`src/rtl/eth_parser_pkg.sv`:
```
// Shared record types for the Ethernet parser path.
// eth_metadata_t is the per-frame record built by the packager.
package eth_parser_pkg;

    typedef struct packed {
        logic [47:0] dest_mac;
        logic [47:0] src_mac;
        logic [15:0] ethertype;
        logic [15:0] frame_len;
    } eth_metadata_t;

endpackage

```
`src/rtl/metadata_egress_queue.sv`:
```
// Small circular FIFO for per-frame metadata records, with a valid/ready output.
// Captures one record per rising edge of metadata_valid and keeps accept/drop statistics.
module metadata_egress_queue
    import eth_parser_pkg::*;
#(
    parameter int DEPTH = 4,
    parameter int CNT_W = 16
) (
    input  logic                       clk,
    input  logic                       rst_n,
    input  eth_metadata_t              metadata,
    input  logic                       metadata_valid,
    output eth_metadata_t              m_metadata,
    output logic                       m_valid,
    input  logic                       m_ready,
    output logic [$clog2(DEPTH):0]     occupancy,
    output logic                       full,
    output logic [CNT_W-1:0]           accepted_count,
    output logic [CNT_W-1:0]           drop_count,
    output logic                       overflow
);

    localparam int PTR_W = $clog2(DEPTH);
    localparam int OCC_W = PTR_W + 1;
    localparam logic [OCC_W-1:0] OCC_FULL = OCC_W'(DEPTH);

    eth_metadata_t      mem_q [DEPTH];
    logic [PTR_W-1:0]   wr_ptr_q, wr_ptr_d;
    logic [PTR_W-1:0]   rd_ptr_q, rd_ptr_d;
    logic [OCC_W-1:0]   occ_q, occ_d;
    logic [CNT_W-1:0]   acc_q, acc_d;
    logic [CNT_W-1:0]   drop_q, drop_d;
    logic               ovf_q, ovf_d;
    logic               mv_q;
    logic               capture, pop, push, drop;

    assign full       = (occ_q == OCC_FULL);
    assign m_valid    = (occ_q != '0);
    assign m_metadata = mem_q[rd_ptr_q];
    assign occupancy      = occ_q;
    assign accepted_count = acc_q;
    assign drop_count     = drop_q;
    assign overflow       = ovf_q;

    // A pop in the same cycle frees the head slot, so a capture into a full queue still lands.
    always_comb begin
        capture = metadata_valid & ~mv_q;
        pop     = m_valid & m_ready;
        push    = capture & (~full | pop);
        drop    = capture & full & ~pop;

        wr_ptr_d = wr_ptr_q;
        rd_ptr_d = rd_ptr_q;
        occ_d    = occ_q;
        acc_d    = acc_q;
        drop_d   = drop_q;
        ovf_d    = ovf_q;

        if (push) wr_ptr_d = wr_ptr_q + PTR_W'(1);
        if (pop)  rd_ptr_d = rd_ptr_q + PTR_W'(1);

        case ({push, pop})
            2'b10:   occ_d = occ_q + OCC_W'(1);
            2'b01:   occ_d = occ_q - OCC_W'(1);
            default: occ_d = occ_q;
        endcase

        if (push && acc_q != '1)  acc_d  = acc_q + CNT_W'(1);
        if (drop && drop_q != '1) drop_d = drop_q + CNT_W'(1);
        if (drop)                 ovf_d  = 1'b1;
    end

    always_ff @(posedge clk) begin
        if (!rst_n) begin
            mv_q     <= 1'b0;
            wr_ptr_q <= '0;
            rd_ptr_q <= '0;
            occ_q    <= '0;
            acc_q    <= '0;
            drop_q   <= '0;
            ovf_q    <= 1'b0;
        end else begin
            mv_q     <= metadata_valid;
            wr_ptr_q <= wr_ptr_d;
            rd_ptr_q <= rd_ptr_d;
            occ_q    <= occ_d;
            acc_q    <= acc_d;
            drop_q   <= drop_d;
            ovf_q    <= ovf_d;
        end
    end

    // Storage is deliberately not reset; only the pointers define what is valid.
    always_ff @(posedge clk) begin
        if (rst_n && push) mem_q[wr_ptr_q] <= metadata;
    end

endmodule

```
`config.mk`:
```
export PLATFORM = sky130hd
export DESIGN_NAME = metadata_egress_queue
export DESIGN_NICKNAME = d
export VERILOG_FILES = /design/src/rtl/eth_parser_pkg.sv /design/src/rtl/metadata_egress_queue.sv
export SDC_FILE = /design/constraint.sdc
export NUM_CORES = 1
export LEC_CHECK = 0
export CAP_MARGIN = 20
export CELL_PAD_IN_SITES_DETAIL_PLACEMENT = 0
export CELL_PAD_IN_SITES_GLOBAL_PLACEMENT = 1
export CORE_ASPECT_RATIO = 1.4
export CORE_UTILIZATION = 51
export DETAILED_ROUTE_END_ITERATION = 8
export PLACE_DENSITY = 0.84
export REMOVE_ABC_BUFFERS = 1
export SYNTH_ARGS = -nofsm -noshare
export SYNTH_HDL_FRONTEND = slang
export SYNTH_SLANG_ARGS = --single-unit
```
`constraint.sdc`:
```
create_clock -name clk -period 8.06 [get_ports clk]
set_input_delay 1.612 -clock clk [delete_from_list [all_inputs] [get_ports clk]]
set_output_delay 1.612 -clock clk [all_outputs]
set_load 0.005 [all_outputs]
```
==> results of run 1 <==
## Yosys cell counts (3+ instances only)
cell / count / area [sq um]
nand3_1: 12 / 60.1
edfxtp_1: 512 / 15400
nor2_1: 8 / 30.0
and3_1: 5 / 31.3
nand2b_1: 11 / 68.8
nand2_1: 30 / 113
or4_1: 14 / 105
or3_1: 10 / 62.6
mux4_2: 128 / 2880
o31ai_1: 14 / 105
buf_2: 15 / 75.1
xnor2_1: 3 / 26.3
dfxtp_1: 43 / 861
nand4_1: 11 / 68.8
inv_1: 9 / 33.8
mux2i_1: 13 / 130
nor3_1: 3 / 15.0
a21oi_1: 26 / 130
clkbuf_1: 22 / 82.6
nor4_1: 3 / 18.8
o21ai_0: 6 / 30.0
ha_1: 6 / 75.1
## logic make-up after synthesis
| family | after synthesis |
|---|---|
| flip-flops | 555 |
| multiplexers | 141 |
| AND/OR/NAND/NOR | 117 |
| AO/OA/AOI/OAI | 55 |
| buffers and inverters | 50 |
| adder cells (fa/ha/maj) | 7 |
| XOR/XNOR | 4 |
## flip-flops by register name, summed over array words and instances (netlist names), named ones only
name	flops
accepted_count	16
mem_q	512
rd_ptr_q	2
wr_ptr_q	2
mv_q	1
overflow	1
occupancy	3
drop_count	16
## final cells by class
| type | instances | area share, % |
|---|---|---|
| well taps | 528 | 2.55 |
| repair buffers | 309 | 12.0 |
| clock inverters | 27 | 1.15 |
| clock buffers | 68 | 5.44 |
| inverters | 10 | 0.145 |
| multi-input cells | 324 | 16.1 |
| flip-flops and latches | 555 | 62.6 |
| diodes | 5 | 0.0482 |
## path summary, 6_finish.rpt
check	start	end	slack, ns	cells after the start
setup / recovery	register	m_metadata[66]	3.00	3
hold / removal	wr_ptr_q[1]	wr_ptr_q[1]	0.50	2
setup reg to reg	occupancy[1]	mem_q[3][31]	5.02	4
hold reg to reg	wr_ptr_q[1]	wr_ptr_q[1]	0.50	2
## worst max-delay path: stages, from the launching register on
cell and delay (ns):
dfxtp_4 0.93, buf_4 0.92, mux4_2 0.36, clkdlybuf4s50_1 0.60
## power by group through the flow
stage | clock [mW] | sequential (mW) | combinational (mW)
after floorplan | 0 | 3.50 | 0.692
after global placement | 0 | 3.43 | 1.39
after detailed placement | 0 | 3.44 | 1.40
after CTS | 2.48 | 3.38 | 1.40
after global routing | 2.58 | 3.34 | 1.53
final | 2.43 | 3.32 | 1.43
## stage by stage
| step | utilization, % | power, mW |
|---|---|---|
| after floorplan | - | 4.19 |
| after global placement | 61.1 | 4.82 |
| after detailed placement | 61.1 | 4.83 |
| after CTS | 65.4 | 7.26 |
| after global routing | 65.5 | 7.46 |
| final | 65.5 | 7.19 |
## metal layers
metal	vias to the layer above	wire, microns	GRT usage (%)	share of wire [%]
met5	-	71	0	0.17
met4	10	1270	7.88	3.1
met3	74	2990	5.75	7.3
met2	306	21200	33.7	52
met1	5185	15400	24.8	38
li1	4570	-	-	-
==> flow_summary.toml, run 1 <==
[final_layout]
instances_no_fill = 1826
syn2layout_area_growth_pct = 26.0
layout.nets = 1390
design_area_sq_mm = 0.0260
fillers = 2674
final_common_cell = "edfxtp_1"
seq_area_sq_mm = 0.0162
layout_common_cells = "edfxtp_1 (512), clkdlybuf4s50_1 (297), mux4_2 (128)"
multi_input_area_sq_mm = 0.00417
drive_gt1_share_pct = 17.4

[timing]
slew_headroom_pct = 29.6
fmax_mhz = 198
tns_ns = 0
fin_ws_ns = 3.00
worstMarginPinSlew_ns = 1.06
rsz0062_at_grt = "false"
finalCritPeriodShare_pct = 62.8
fin_skew_ns = 0.0121
min_period_ns = 5.06
holdWs_ns = 0.496
finalSetupViolCount = 0
slew_viol_final = 0
hold_viol_final = 0

[worst_hold_path]
hp-class = "reg -> reg"

[cts]
ctsResizeCount = 0
clockBufferDepth = 3
cts_inserted_buffers = 51
cts_hold_buf = 0
htreeDepth = 2
clkTransAtPathRegs_ns = 0.06
cts_setup_buffers = 0
cts-root-buf = "clkbuf_16"
cts_tree = "yes"
insertion_delay_ns = 0.57
clock_sinks = 555

[global_routing]
antenna_found_initial = 10
grt_max_degree = 129
grt.total_usage_pct = 20.2
grt-ovfl-total = 0
grt_pass1_vias = 10420
grt_pass1_wl_microns = 61200

[detailed_routing]
routed_via_density = 5.56
drc_errors = 0
vias = 10145
drt_wl_total_microns = 41000
drt_pre_antenna_iters = 5
wire_per_inst_microns = 22.4
drt_iter0_markers = 736
ant_nets = 0

[logic_synthesis]
synth_compound_area_share_pct = 1.65
synth.distinct_cells = 41
synthArstFlopShare_pct = 0
synthSimpleGateAreaFrac_pct = 3.20
synthAdderAreaFrac_pct = 0.462
synthXorXnorAreaFrac_pct = 0.170
netlist_area_sq_mm = 0.0206
syn_inst = 929
avgSynthCellArea_sq_um = 22.2
synthFlopType = "edfxtp_1"
synth_top_family_by_area = "multiplexers"
ys_seq_area_share_pct = 78.8
ys_ff_latch = 555
synth.area.mux_share_pct = 14.6
yosys_warnings = 0
synth_edf_count = 512

[place]
hpwl_microns = 24800
dp_cells = 1725
io_buffer_count = 297
post-place-ws_ns = 3.32
placed_cell_area_sq_mm = 0.0242
globalplace.congestion = 0.831

[pwr]
swShare_pct = 22.6
peakVddDrop_mv = 0.236
power_frac_clock_pct = 33.8
p_switching_mw = 1.63
seqPwrFrac_pct = 46.2
power_density_mw_per_mm2 = 277
p_comb_share_pct = 19.9
p_int_mw = 5.56
p_leak_nw = 8.03

[worst_setup_path]
worstPathRequired_ns = 6.45
crit_type = "reg -> out"
crit_arrival_ns = 3.45
end_kind = "primary output"
worst_setup_path_start_kind = "register"
path_max_fanout = 68

[floorplanning]
io_pins = 298
initial_core_util_pct = 52.0
design.die.area_sq_mm = 0.0412
chipHeight_microns = 240
die_w_microns = 172
placeableCoreArea_sq_mm = 0.0396
rows = 86

[run]
cap_viol_max_count = 0

[status]
status = "finished clean"
(Power assumes the default switching activity.)
==> run 2: changes to the inputs <==
- CORE_UTILIZATION: 51 -> 42
- PLACE_DENSITY: 0.84 -> 0.74
- clock period: 8.06 -> 4.1 ns (I/O delays scaled with it)
==> run 2 against run 1 <==
  * Global-route usage down 3.2 points
  * Core utilization shrank 11 points
  * Clock-buffer cell count is 2 higher
  * Final cell count rose by 6.1%
  * First-iteration DRC count shrank 27%
  * Critical path type unchanged
  * Flip-flop and latch count unchanged
  * Hold slack got worse by 0.0040 ns
  * Total power up 96%
==> flow_summary.toml, run 2 (synthesis gave the netlist of run 1 again) <==
[detailed_routing]
drt_iter0_markers = 535
drt_wl_total_microns = 42400
ant_nets = 0
drc_errors = 0
drt_pre_antenna_iters = 4
wire_per_inst_microns = 21.9
routed_via_density = 5.27
vias = 10218

[cts]
ctsResizeCount = 0
cts_tree = "yes"
clockBufferDepth = 3
cts_setup_buffers = 0
clock_sinks = 555
clkTransAtPathRegs_ns = 0.06
insertion_delay_ns = 0.57
htreeDepth = 2
cts-root-buf = "clkbuf_16"
cts_hold_buf = 0
cts_inserted_buffers = 51

[worst_hold_path]
hold_depth = 2
hp-class = "reg -> reg"

[place]
io_buffer_count = 297
placed_cell_area_sq_mm = 0.0245
globalplace.congestion = 0.817
hpwl_microns = 27300
dp_cells = 1840

[floorplanning]
io_pins = 298
die_w_microns = 189
initial_core_util_pct = 42.7
rows = 95
placeableCoreArea_sq_mm = 0.0483
chipHeight_microns = 264
design.die.area_sq_mm = 0.0499

[timing]
holdWs_ns = 0.493
slew_viol_final = 0
hold_viol_final = 0
fin_skew_ns = 0.0126
worstMarginPinSlew_ns = 0.887
finalCritPeriodShare_pct = 87.4
min_period_ns = 3.58
finalSetupViolCount = 0
tns_ns = 0
fmax_mhz = 279
rsz0062_at_grt = "false"
slew_headroom_pct = 40.4

[worst_setup_path]
crit_arrival_ns = 2.76
critical-path-max-stage-delay_ns = 0.63
end_kind = "primary output"
critPathBufInv = 2
worstPathCellList = "buf_4 > mux4_2 > clkdlybuf4s50_1"
crit_type = "reg -> out"
path_max_fanout = 24
rr_worst_depth = 5
critical-path-top-delay-family = "buffers and inverters"
crit_cells = 3
cp_slowest_cell = "dfxtp_4"
worstPathRequired_ns = 3.28
worst_setup_path_start_kind = "register"

[final_layout]
instances_no_fill = 1938
final_common_cell = "edfxtp_1"
layout.nets = 1402
fillers = 3768
syn2layout_area_growth_pct = 27.3
layout_common_cells = "edfxtp_1 (512), clkdlybuf4s50_1 (297), mux4_2 (128)"
largest-register = "mem_q"
largest_reg_flops = 512
drive_gt1_share_pct = 17.7
design_area_sq_mm = 0.0262

[pwr]
p_comb_share_pct = 20.2
p_int_mw = 10.9
p_total_mw = 14.1
swShare_pct = 22.5
peakVddDrop_mv = 0.321
p_leak_nw = 8.09
seqPwrFrac_pct = 46.3
power_frac_clock_pct = 33.5
p_switching_mw = 3.17
power_density_mw_per_mm2 = 538

[run]
cap_viol_max_count = 0

[global_routing]
grt_pass1_wl_microns = 63700
grt_pass1_vias = 10602
grt.total_usage_pct = 17.0
antenna_found_initial = 7
grt-ovfl-total = 0
grt_max_degree = 53

[status]
status = "finished clean"
==> run 2: cell types whose count changed in the layout (fill, tap and decap cells not counted), moves of 2 or more <==
cell,before,now
buf_12,3,12
buf_4,8,12
clkbuf_1,11,15
clkbuf_8,5,2
clkinv_2,10,7
clkinv_1,8,10
diode_2,5,3
==> run 2: worst paths after layout <==
check / start / endpoint / slack (ns)
max: register / m_metadata[86] / 0.52
min: overflow / overflow / 0.49
max reg2reg: occupancy[1] / mem_q[0][100] / 1.48
min reg2reg: overflow / overflow / 0.49
==> run 2: area by class of cell <==
| class | count | area [sq um] | share of cell area, % |
|---|---|---|---|
| flip-flops and latches | 555 | 16200 | 61.9 |
| multi-input cells | 324 | 4170 | 15.9 |
| repair buffers | 321 | 3300 | 12.6 |
| clock buffers | 70 | 1410 | 5.38 |
| well taps | 630 | 788 | 3.00 |
| clock inverters | 25 | 274 | 1.04 |
| inverters | 10 | 37.5 | 0.143 |
| diodes | 3 | 7.51 | 0.0286 |
==> run 2: worst min-delay path: stages (launching register included) <==
cell     delay (ns)
dfxtp_1        0.33
a21oi_1        0.04
nor2_1         0.08
==> run 2: power by group through the flow <==
stage          combinational [mW]  clock, mW  sequential [mW]
2_1_floorplan                1.33          0             6.87
3_3_place_gp                 2.91          0             6.65
3_5_place_dp                 2.92          0             6.67
4_1_cts                      2.93       4.85             6.54
5_1_grt                      3.04       5.05             6.56
6_report                     2.85       4.72             6.54
==> run 2: routing by layer <==
| metal | up-vias | track usage (%) | share of wire [%] |
|---|---|---|---|
| met5 | - | 0 | 0.13 |
| met4 | 8 | 5.27 | 1.8 |
| met3 | 57 | 4.41 | 6.1 |
| met2 | 245 | 30.6 | 54 |
| met1 | 5324 | 19.7 | 38 |
| li1 | 4584 | - | - |
==> run 2: through the flow <==
step                      util, %  setup slack (ns)
after CTS                    54.3             0.432
after global placement       50.9             0.585
after floorplan                 -             -2.67
final                        54.4             0.516
after detailed placement     50.9             0.554
after global routing         54.4             0.350
